<file path="src/rtl/localization_pkg.sv">
// ============================================================================
// localization_pkg
//   Shared phase format, array geometry and sequencing states for the
//   localization and steering datapaths.
//   Revision: 1.0
// ============================================================================
`default_nettype none

package localization_pkg;

  localparam int PHASE_W = 16;

  typedef logic signed [PHASE_W-1:0] phase_t;

  // 3.13 radians: pi and 2*pi
  localparam phase_t                 PI     = 16'sh6488;
  localparam logic signed [16:0]     TWO_PI = 17'sh0C910;

  // Mic positions relative to the central mic at (0,0)
  localparam int MIC0_X = 0;
  localparam int MIC0_Y = 1;
  localparam int MIC1_X = -1;
  localparam int MIC1_Y = -1;
  localparam int MIC2_X = 1;
  localparam int MIC2_Y = -1;

  typedef enum logic [2:0] {
    IDLE  = 3'd0,
    PROJ  = 3'd1,
    SCALE = 3'd2,
    WRAP  = 3'd3,
    RUN   = 3'd4
  } state_t;

endpackage

`default_nettype wire

</file>
<file path="src/rtl/phase_wrap.sv">
// ============================================================================
// phase_wrap
//   Single-step wrap of a 21-bit signed 3.13 phase toward [-pi, pi].
//   Revision: 1.0
// ============================================================================
`default_nettype none

module phase_wrap
  import localization_pkg::*;
(
  input  logic signed [20:0] i_val,
  output logic signed [20:0] o_val
);

  localparam logic signed [20:0] c_pi     = {{5{PI[15]}}, PI};
  localparam logic signed [20:0] c_two_pi = {{4{TWO_PI[16]}}, TWO_PI};

  // Exactly +/-pi is left untouched
  always_comb begin
    o_val = i_val;
    if (i_val > c_pi) begin
      o_val = i_val - c_two_pi;
    end else if (i_val < -c_pi) begin
      o_val = i_val + c_two_pi;
    end
  end

endmodule

`default_nettype wire

</file>
<file path="src/rtl/steering_phase_generator.sv">
// ============================================================================
// steering_phase_generator
//   Turns a direction vector into per-bin phase offsets of mic0..mic2
//   relative to the central mic, streamed one bin per transfer.
//   Revision: 1.0
// ============================================================================
`default_nettype none

module steering_phase_generator
  import localization_pkg::*;
#(
  parameter int NUM_BINS = 512,
  parameter int BIN_W    = 9
) (
  input  logic             clk_in,
  input  logic             rst_n_in,
  input  logic [31:0]      dir_in,
  input  logic [15:0]      k_scale_in,
  input  logic             dir_valid_in,
  output logic             dir_ready_out,
  output logic [47:0]      phases_out,
  output logic [BIN_W-1:0] bin_out,
  output logic             last_out,
  output logic             valid_out,
  input  logic             ready_in
);

  localparam logic signed [20:0] c_pi = {{5{PI[15]}}, PI};

  state_t             r_state;
  state_t             w_state_nxt;
  logic signed [15:0] r_x;
  logic signed [15:0] r_y;
  logic [15:0]        r_k;
  logic signed [17:0] r_p       [3];
  logic signed [20:0] r_raw     [3];
  phase_t             r_delta   [3];
  phase_t             r_acc     [3];
  logic [BIN_W-1:0]   r_bin;

  logic signed [34:0] w_prod     [3];
  logic signed [16:0] w_sum      [3];
  logic signed [20:0] w_wrap_in  [3];
  logic signed [20:0] w_wrap_out [3];
  logic [2:0]         w_in_range;
  logic               w_all_in_range;
  logic               w_xfer;
  logic               w_last;
  logic               w_unused;

  // One wrap unit per mic, shared between raw-delta reduction and accumulation
  generate
    for (genvar i = 0; i < 3; i++) begin : g_mic
      assign w_prod[i]     = 35'(r_p[i]) * 35'($signed({1'b0, r_k}));
      assign w_sum[i]      = {r_acc[i][15], r_acc[i]} + {r_delta[i][15], r_delta[i]};
      assign w_wrap_in[i]  = (r_state == RUN) ? {{4{w_sum[i][16]}}, w_sum[i]} : r_raw[i];
      assign w_in_range[i] = (r_raw[i] <= c_pi) && (r_raw[i] >= -c_pi);

      phase_wrap u_wrap (
        .i_val (w_wrap_in[i]),
        .o_val (w_wrap_out[i])
      );
    end
  endgenerate

  assign w_unused = ^{w_prod[0][34], w_prod[0][12:0],
                      w_prod[1][34], w_prod[1][12:0],
                      w_prod[2][34], w_prod[2][12:0]};

  assign w_all_in_range = &w_in_range;
  assign w_last         = (r_bin == BIN_W'(NUM_BINS - 1));
  assign w_xfer         = (r_state == RUN) && ready_in;

  assign dir_ready_out = (r_state == IDLE);
  assign valid_out     = (r_state == RUN);
  assign last_out      = (r_state == RUN) && w_last;
  assign bin_out       = r_bin;
  assign phases_out    = {r_acc[2], r_acc[1], r_acc[0]};

  always_comb begin
    w_state_nxt = r_state;
    case (r_state)
      IDLE:    if (dir_valid_in) w_state_nxt = PROJ;
      PROJ:    w_state_nxt = SCALE;
      SCALE:   w_state_nxt = WRAP;
      WRAP:    if (w_all_in_range) w_state_nxt = RUN;
      RUN:     if (w_xfer && w_last) w_state_nxt = IDLE;
      default: w_state_nxt = IDLE;
    endcase
  end

  always_ff @(posedge clk_in or negedge rst_n_in) begin
    if (!rst_n_in) begin
      r_state <= IDLE;
      r_x     <= '0;
      r_y     <= '0;
      r_k     <= '0;
      r_bin   <= '0;
      for (int i = 0; i < 3; i++) begin
        r_p[i]     <= '0;
        r_raw[i]   <= '0;
        r_delta[i] <= '0;
        r_acc[i]   <= '0;
      end
    end else begin
      r_state <= w_state_nxt;
      case (r_state)
        IDLE: begin
          if (dir_valid_in) begin
            r_x <= dir_in[15:0];
            r_y <= dir_in[31:16];
            r_k <= k_scale_in;
          end
        end
        // Dot product of each mic position with (x, y)
        PROJ: begin
          r_p[0] <= 18'(r_y);
          r_p[1] <= -18'(r_x) - 18'(r_y);
          r_p[2] <= 18'(r_x) - 18'(r_y);
        end
        SCALE: begin
          for (int i = 0; i < 3; i++) begin
            r_raw[i] <= w_prod[i][33:13];
          end
        end
        WRAP: begin
          if (w_all_in_range) begin
            r_bin <= '0;
            for (int i = 0; i < 3; i++) begin
              r_delta[i] <= r_raw[i][15:0];
              r_acc[i]   <= '0;
            end
          end else begin
            for (int i = 0; i < 3; i++) begin
              r_raw[i] <= w_wrap_out[i];
            end
          end
        end
        RUN: begin
          if (w_xfer) begin
            r_bin <= r_bin + BIN_W'(1);
            for (int i = 0; i < 3; i++) begin
              r_acc[i] <= w_wrap_out[i][15:0];
            end
          end
        end
        default: ;
      endcase
    end
  end

endmodule

`default_nettype wire

</file>
<file path="config.mk">
export PLATFORM = sky130hd
export DESIGN_NAME = steering_phase_generator
export DESIGN_NICKNAME = d
export VERILOG_FILES = /design/src/rtl/localization_pkg.sv /design/src/rtl/phase_wrap.sv /design/src/rtl/steering_phase_generator.sv
export SDC_FILE = /design/constraint.sdc
export NUM_CORES = 2
export LEC_CHECK = 0
export BUFFER_PORTS_ARGS = -buffer_cell sky130_fd_sc_hd__buf_4
export CORE_UTILIZATION = 50
export CTS_BUF_LIST = sky130_fd_sc_hd__clkbuf_4
export DETAILED_ROUTE_END_ITERATION = 7
export PLACE_DENSITY = 0.66
export SETUP_SLACK_MARGIN = 0.5
export SKIP_LAST_GASP = 1
export SYNTH_ARGS = -nofsm -noshare
export SYNTH_HDL_FRONTEND = slang
export SYNTH_SLANG_ARGS = --single-unit
</file>
<file path="constraint.sdc">
create_clock -name clk_in -period 19.6 [get_ports clk_in]
set_input_delay 4.9 -clock clk_in [delete_from_list [all_inputs] [get_ports clk_in]]
set_output_delay 4.9 -clock clk_in [all_outputs]
set_load 0.05 [all_outputs]
</file>
# Yosys cells after proc, flatten, opt, wreduce, memory -nomap -nowiden
# Cells that the tools add are included.
# totals
reg_bits	270
out_inout_bits	60
in_bits	52
word_cells	91
# op_classes
addsub	13
n_eq_ne	10
n_reduce_logical	15
order_cmp	12
multipliers	3
muxes	21
# ops
op	count
2-to-1 mux 21 bit	9
case mux 63 bit (2 select lines)	1
2-to-1 mux 48 bit	2
case mux 48 bit (2 select lines)	1
adder 21 x 17 -> 21 bit (second input constant)	3
>= comparator 21 x 16 -> 1 bit (second input constant)	3
> comparator 21 x 16 -> 1 bit (second input constant)	3
less-or-equal comparator 21 x 16 -> 1 bit (second input constant)	3
less-than comparator 21 x 16 -> 1 bit (second input constant)	3
2-to-1 mux 63 bit	1
subtractor 21 x 17 -> 21 bit (second input constant)	3
adder 16 x 16 -> 17 bit	3
multiplier 17 x 17 -> 34 bit	1
multiplier 18 x 17 -> 34 bit	1
multiplier 16 x 17 -> 33 bit	1
2-to-1 mux 9 bit	2
negator 16 -> 18 bit	1
case mux 9 bit (2 select lines)	1
subtractor 18 x 16 -> 18 bit	1
subtractor 16 x 16 -> 17 bit	1
case mux 3 bit (5 select lines)	1
adder 9 x 1 -> 9 bit (second input constant)	1
equality test 9 bit (second input constant)	1
2-to-1 mux 3 bit	3
other kinds (11)	24

# Logic depth before layout (Yosys ltp)
# logic_depth
word_depth	7
depth_mapped	27
ltp_nobuf	26

# Hierarchy
# Synthesis repeated with hierarchy kept, for this count alone.
# hier_totals
hier_cells	5415
area_unflattened_um2	46706.0
# by_module_without_submodules
mod	seq_area_each_um2	area_per_inst_um2	cells_per_inst	n_inst
steering_phase_generator	6731.5	43849.6	5034	1
phase_wrap	0.0	952.2	127	3

# Worst setup path before layout
# No wires, ideal clock.
# synth_path
path_type	reg2out
start	register r_state[0]
end	output port last_out
arrival_time_ns	3.348
slack_ns	11.352
required_ns	14.700
stages_incl_launch_ff	12
path_buffers	8
path_cell_list	dfrtp_1 buf_6 or3b_1 buf_2 clkinv_2 buf_4 buf_4 buf_2 buf_1 clkbuf_1 buf_1 and2_1
# synth_via
elab_chain_cells	2
# synth_lines
item	line	text
start, declared	steering_phase_generator.sv:30	state_t r_state;
start signal, assigned	steering_phase_generator.sv:106	r_state <= w_state_nxt;
equality test 3 bit	n/a	
net valid_out	steering_phase_generator.sv:24	output logic valid_out,
logical AND 1 bit	steering_phase_generator.sv:76	assign last_out = (r_state == RUN) && w_last;
end, declared	steering_phase_generator.sv:23	output logic last_out,
# The timed path passes the listed nets, and every way through them passes these cells.

# Final worst setup path
# layout_path
start	register r_state[2]
end	output port last_out
# layout_via
elab_chain_cells	2
# layout_lines
item	line
equality test 3 bit	steering_phase_generator.sv:76
logical AND 1 bit	steering_phase_generator.sv:76
# No other way between the ends.

==> flow_summary.ini <==
[synth]
syn_inst = 5289
synth-seq-area-share = 0.1438
synthArstFlopShare = 1.000
syn-num-nets = 6497
syn_area_sq_um = 46820
synth.distinct_cells = 99
synthTopCellsByArea = fa_1, dfrtp_1, ha_1
synth_top_area_cell = fa_1
syn_avg_cell_area_sq_um = 8.852
synth-edff-count = 0
synth-main-ff-cell = dfrtp_1
yosys_warnings = 0
yosys_register_bits = 269
synth_top_area_frac = 0.3254

[global_route]
grt_util_all_layers = 0.2729
antenna_found_initial = 2
grt_pass1_wl_mm = 203.6
grt-ovfl-total = 0
grt_pass1_vias = 38000
grt_max_degree = 90

[worst_hold_path]
worstHoldPathType = flop to flop

[clock_network]
cts-root-buf = clkbuf_4
clockBufferDepth = 3
clk_pin_slew_ps = 60
cts_buffers = 77
cts_resized = 0
clkLatencyLatePin_ps = 940
cts_sinks = 269
cts_tree = done
cts-hold-fix-buffers = 0
post_cts_buffers = 0
htreeDepth = 3

[sta]
fin_crit_ps = 8643
rsz0062_at_grt = no
worst_slew_pin_slew_ps = 1128
setup_violations = 0
clock.fmax_ghz = 0.1157
skew_ps = 127.2
setup_tns_ps = 0
finalHoldViolCount = 0
relSlewSlack = 0.2463
period_share = 0.4410
slew_viol_final = 0

[placed_design]
dpl.hpwl_mm = 92.68
place_congestion = 0.9167
portBuffers = 111
post_dp_cell_area_sq_um = 48520

[die]
initial_utilization = 0.5077
die_w_um = 308.0
dieArea_sq_um = 94870
io_pins = 112
coreArea_sq_um = 92220
die_h_um = 308.0
row_count = 111

[critical_path]
critPathArrivalTime_ps = 3740
crit_fanout = 53
crit_type = flop to primary output
setup.worst_path.start_class = flop
crit_required_ps = 14700
endpoint_kind = primary output

[route]
drtAntennaViolNets = 0
wl_per_cell_um = 18.81
via_count = 35950
drt_iter0_drc = 2361
drtPass1Iterations = 5
drc_errors = 0
routed_wl_mm = 123.6
vias_per_cell = 5.470

[cells_and_area]
final_nets = 6476
final_util = 0.5368
syn2layout_area_growth_pct = 5.724
fin_area_sq_um = 49500
drive_gt1_frac = 0.07869

[flow_run]
max-cap-violations = 0

[outcome]
status = complete, no violations
routing by layer:
layer  global-route usage  wire length (um)
met2               0.4800             62620
met5                    0                 0
met4              0.09082              3727
met1               0.3487             51990
met3              0.03023              5265
cell type report:
type,instances,area (sq um)
Clock inverter,28,160.2
Fill cell,8686,42720
Clock buffer,108,810.8
Multi-Input combinational cell,3727,35180
Timing Repair Buffer,149,1126
Inverter,1044,3920
Sequential cell,269,6740
Tap cell,1243,1555
Antenna cell,4,10.01
sequential cells by signal (all words and copies together), names as in the netlist, 9 cells and up:
register and flops:
r_raw 63, r_k 16, r_x 16, r_p 50, r_y 16, bin_out 9, r_delta 48, phases_out 48
cell usage after synthesis (all sizes together) (23+ instances only):
master and instances:
nand3 48, and2 349, o21ai 219, nand4 27
nor2 163, nor3 63, a211oi 33, a21oi 144
dfrtp 269, nand2 749, o21a 25, a31oi 24
inv 1043, a21o 52, xor2 58, fa 761
ha 395, xnor2 96, mux2 68, clkbuf 211
nor2b 25, buf 38, nand2b 30, o31ai 23
path summary, 6_finish.rpt:
| kind | slack (ps) | cells past startpoint | end | from |
|---|---|---|---|---|
| min in group asynchronous | 3940 | 1 | r_p[32]$_DFFE_PN0P_ | rst_n_in |
| max in group asynchronous | 13390 | 3 | phases_out[1]$_DFFE_PN0P_ | rst_n_in |
| worst min register to register | 500 | 1 | r_delta[1]$_DFFE_PN0P_ | r_raw[1]$_DFFE_PN0P_ |
| worst max-delay path | 10960 | 5 | last_out | r_state[2]$_DFFE_PN0P_ |
| worst min-delay path | 500 | 1 | r_delta[1]$_DFFE_PN0P_ | r_raw[1]$_DFFE_PN0P_ |
| worst max register to register | 11680 | 25 | r_raw[41]$_DFFE_PN0P_ | r_k[5]$_DFFE_PN0P_ |
worst max-delay path, cell delays in order (launching register included):
cell and delay, ps:
dfrtp_1 550, or3b_4 770, clkinv_2 560, buf_4 500, and2_1 250, buf_4 180
cells by family after synthesis:
| logic type | after synthesis | share of synthesized area |
|---|---|---|
| compound gates | 781 | 0.1135 |
| xor+xnor | 154 | 0.02881 |
| simple gates | 1556 | 0.1585 |
| flops | 269 | 0.1438 |
| mux | 80 | 0.01892 |
| fa+ha+maj | 1156 | 0.4309 |
| buf+inv | 1293 | 0.1055 |
layout by cell type, fill, tap and decap left out, types with 22 or more instances in the layout:
cell type | Yosys | layout
dfrtp_1 | 269 | 262
o21ai_0 | 206 | 206
buf_4 | 6 | 148
inv_1 | 1041 | 1041
o21a_1 | 25 | 25
and2_1 | 349 | 347
ha_1 | 395 | 395
fa_1 | 761 | 761
nand4_1 | 27 | 27
nor3_1 | 62 | 62
xnor2_1 | 96 | 96
clkbuf_4 | 0 | 108
a211oi_1 | 27 | 27
a21o_1 | 52 | 52
a21oi_1 | 144 | 144
mux2_2 | 68 | 68
nor2_1 | 162 | 160
nand2b_1 | 30 | 30
nand3_1 | 46 | 46
xor2_1 | 58 | 58
nor2b_1 | 25 | 25
and3_1 | 22 | 22
nand2_1 | 749 | 748
a31oi_1 | 23 | 23
metrics by stage:
stage          hold slack [ps]  instances  setup slack (ps)
6_report                 500.1       6572             10960
2_1_floorplan            457.8       5289             11350
3_5_place_dp             500.1       6432             11830
4_1_cts                  512.2       6568             10980
3_3_place_gp             491.7       6432             11960
5_1_grt                  520.6       6572             10780
Power is not shown: default switching activity piles up to over one toggle a cycle in this logic, so the estimate is an artifact.
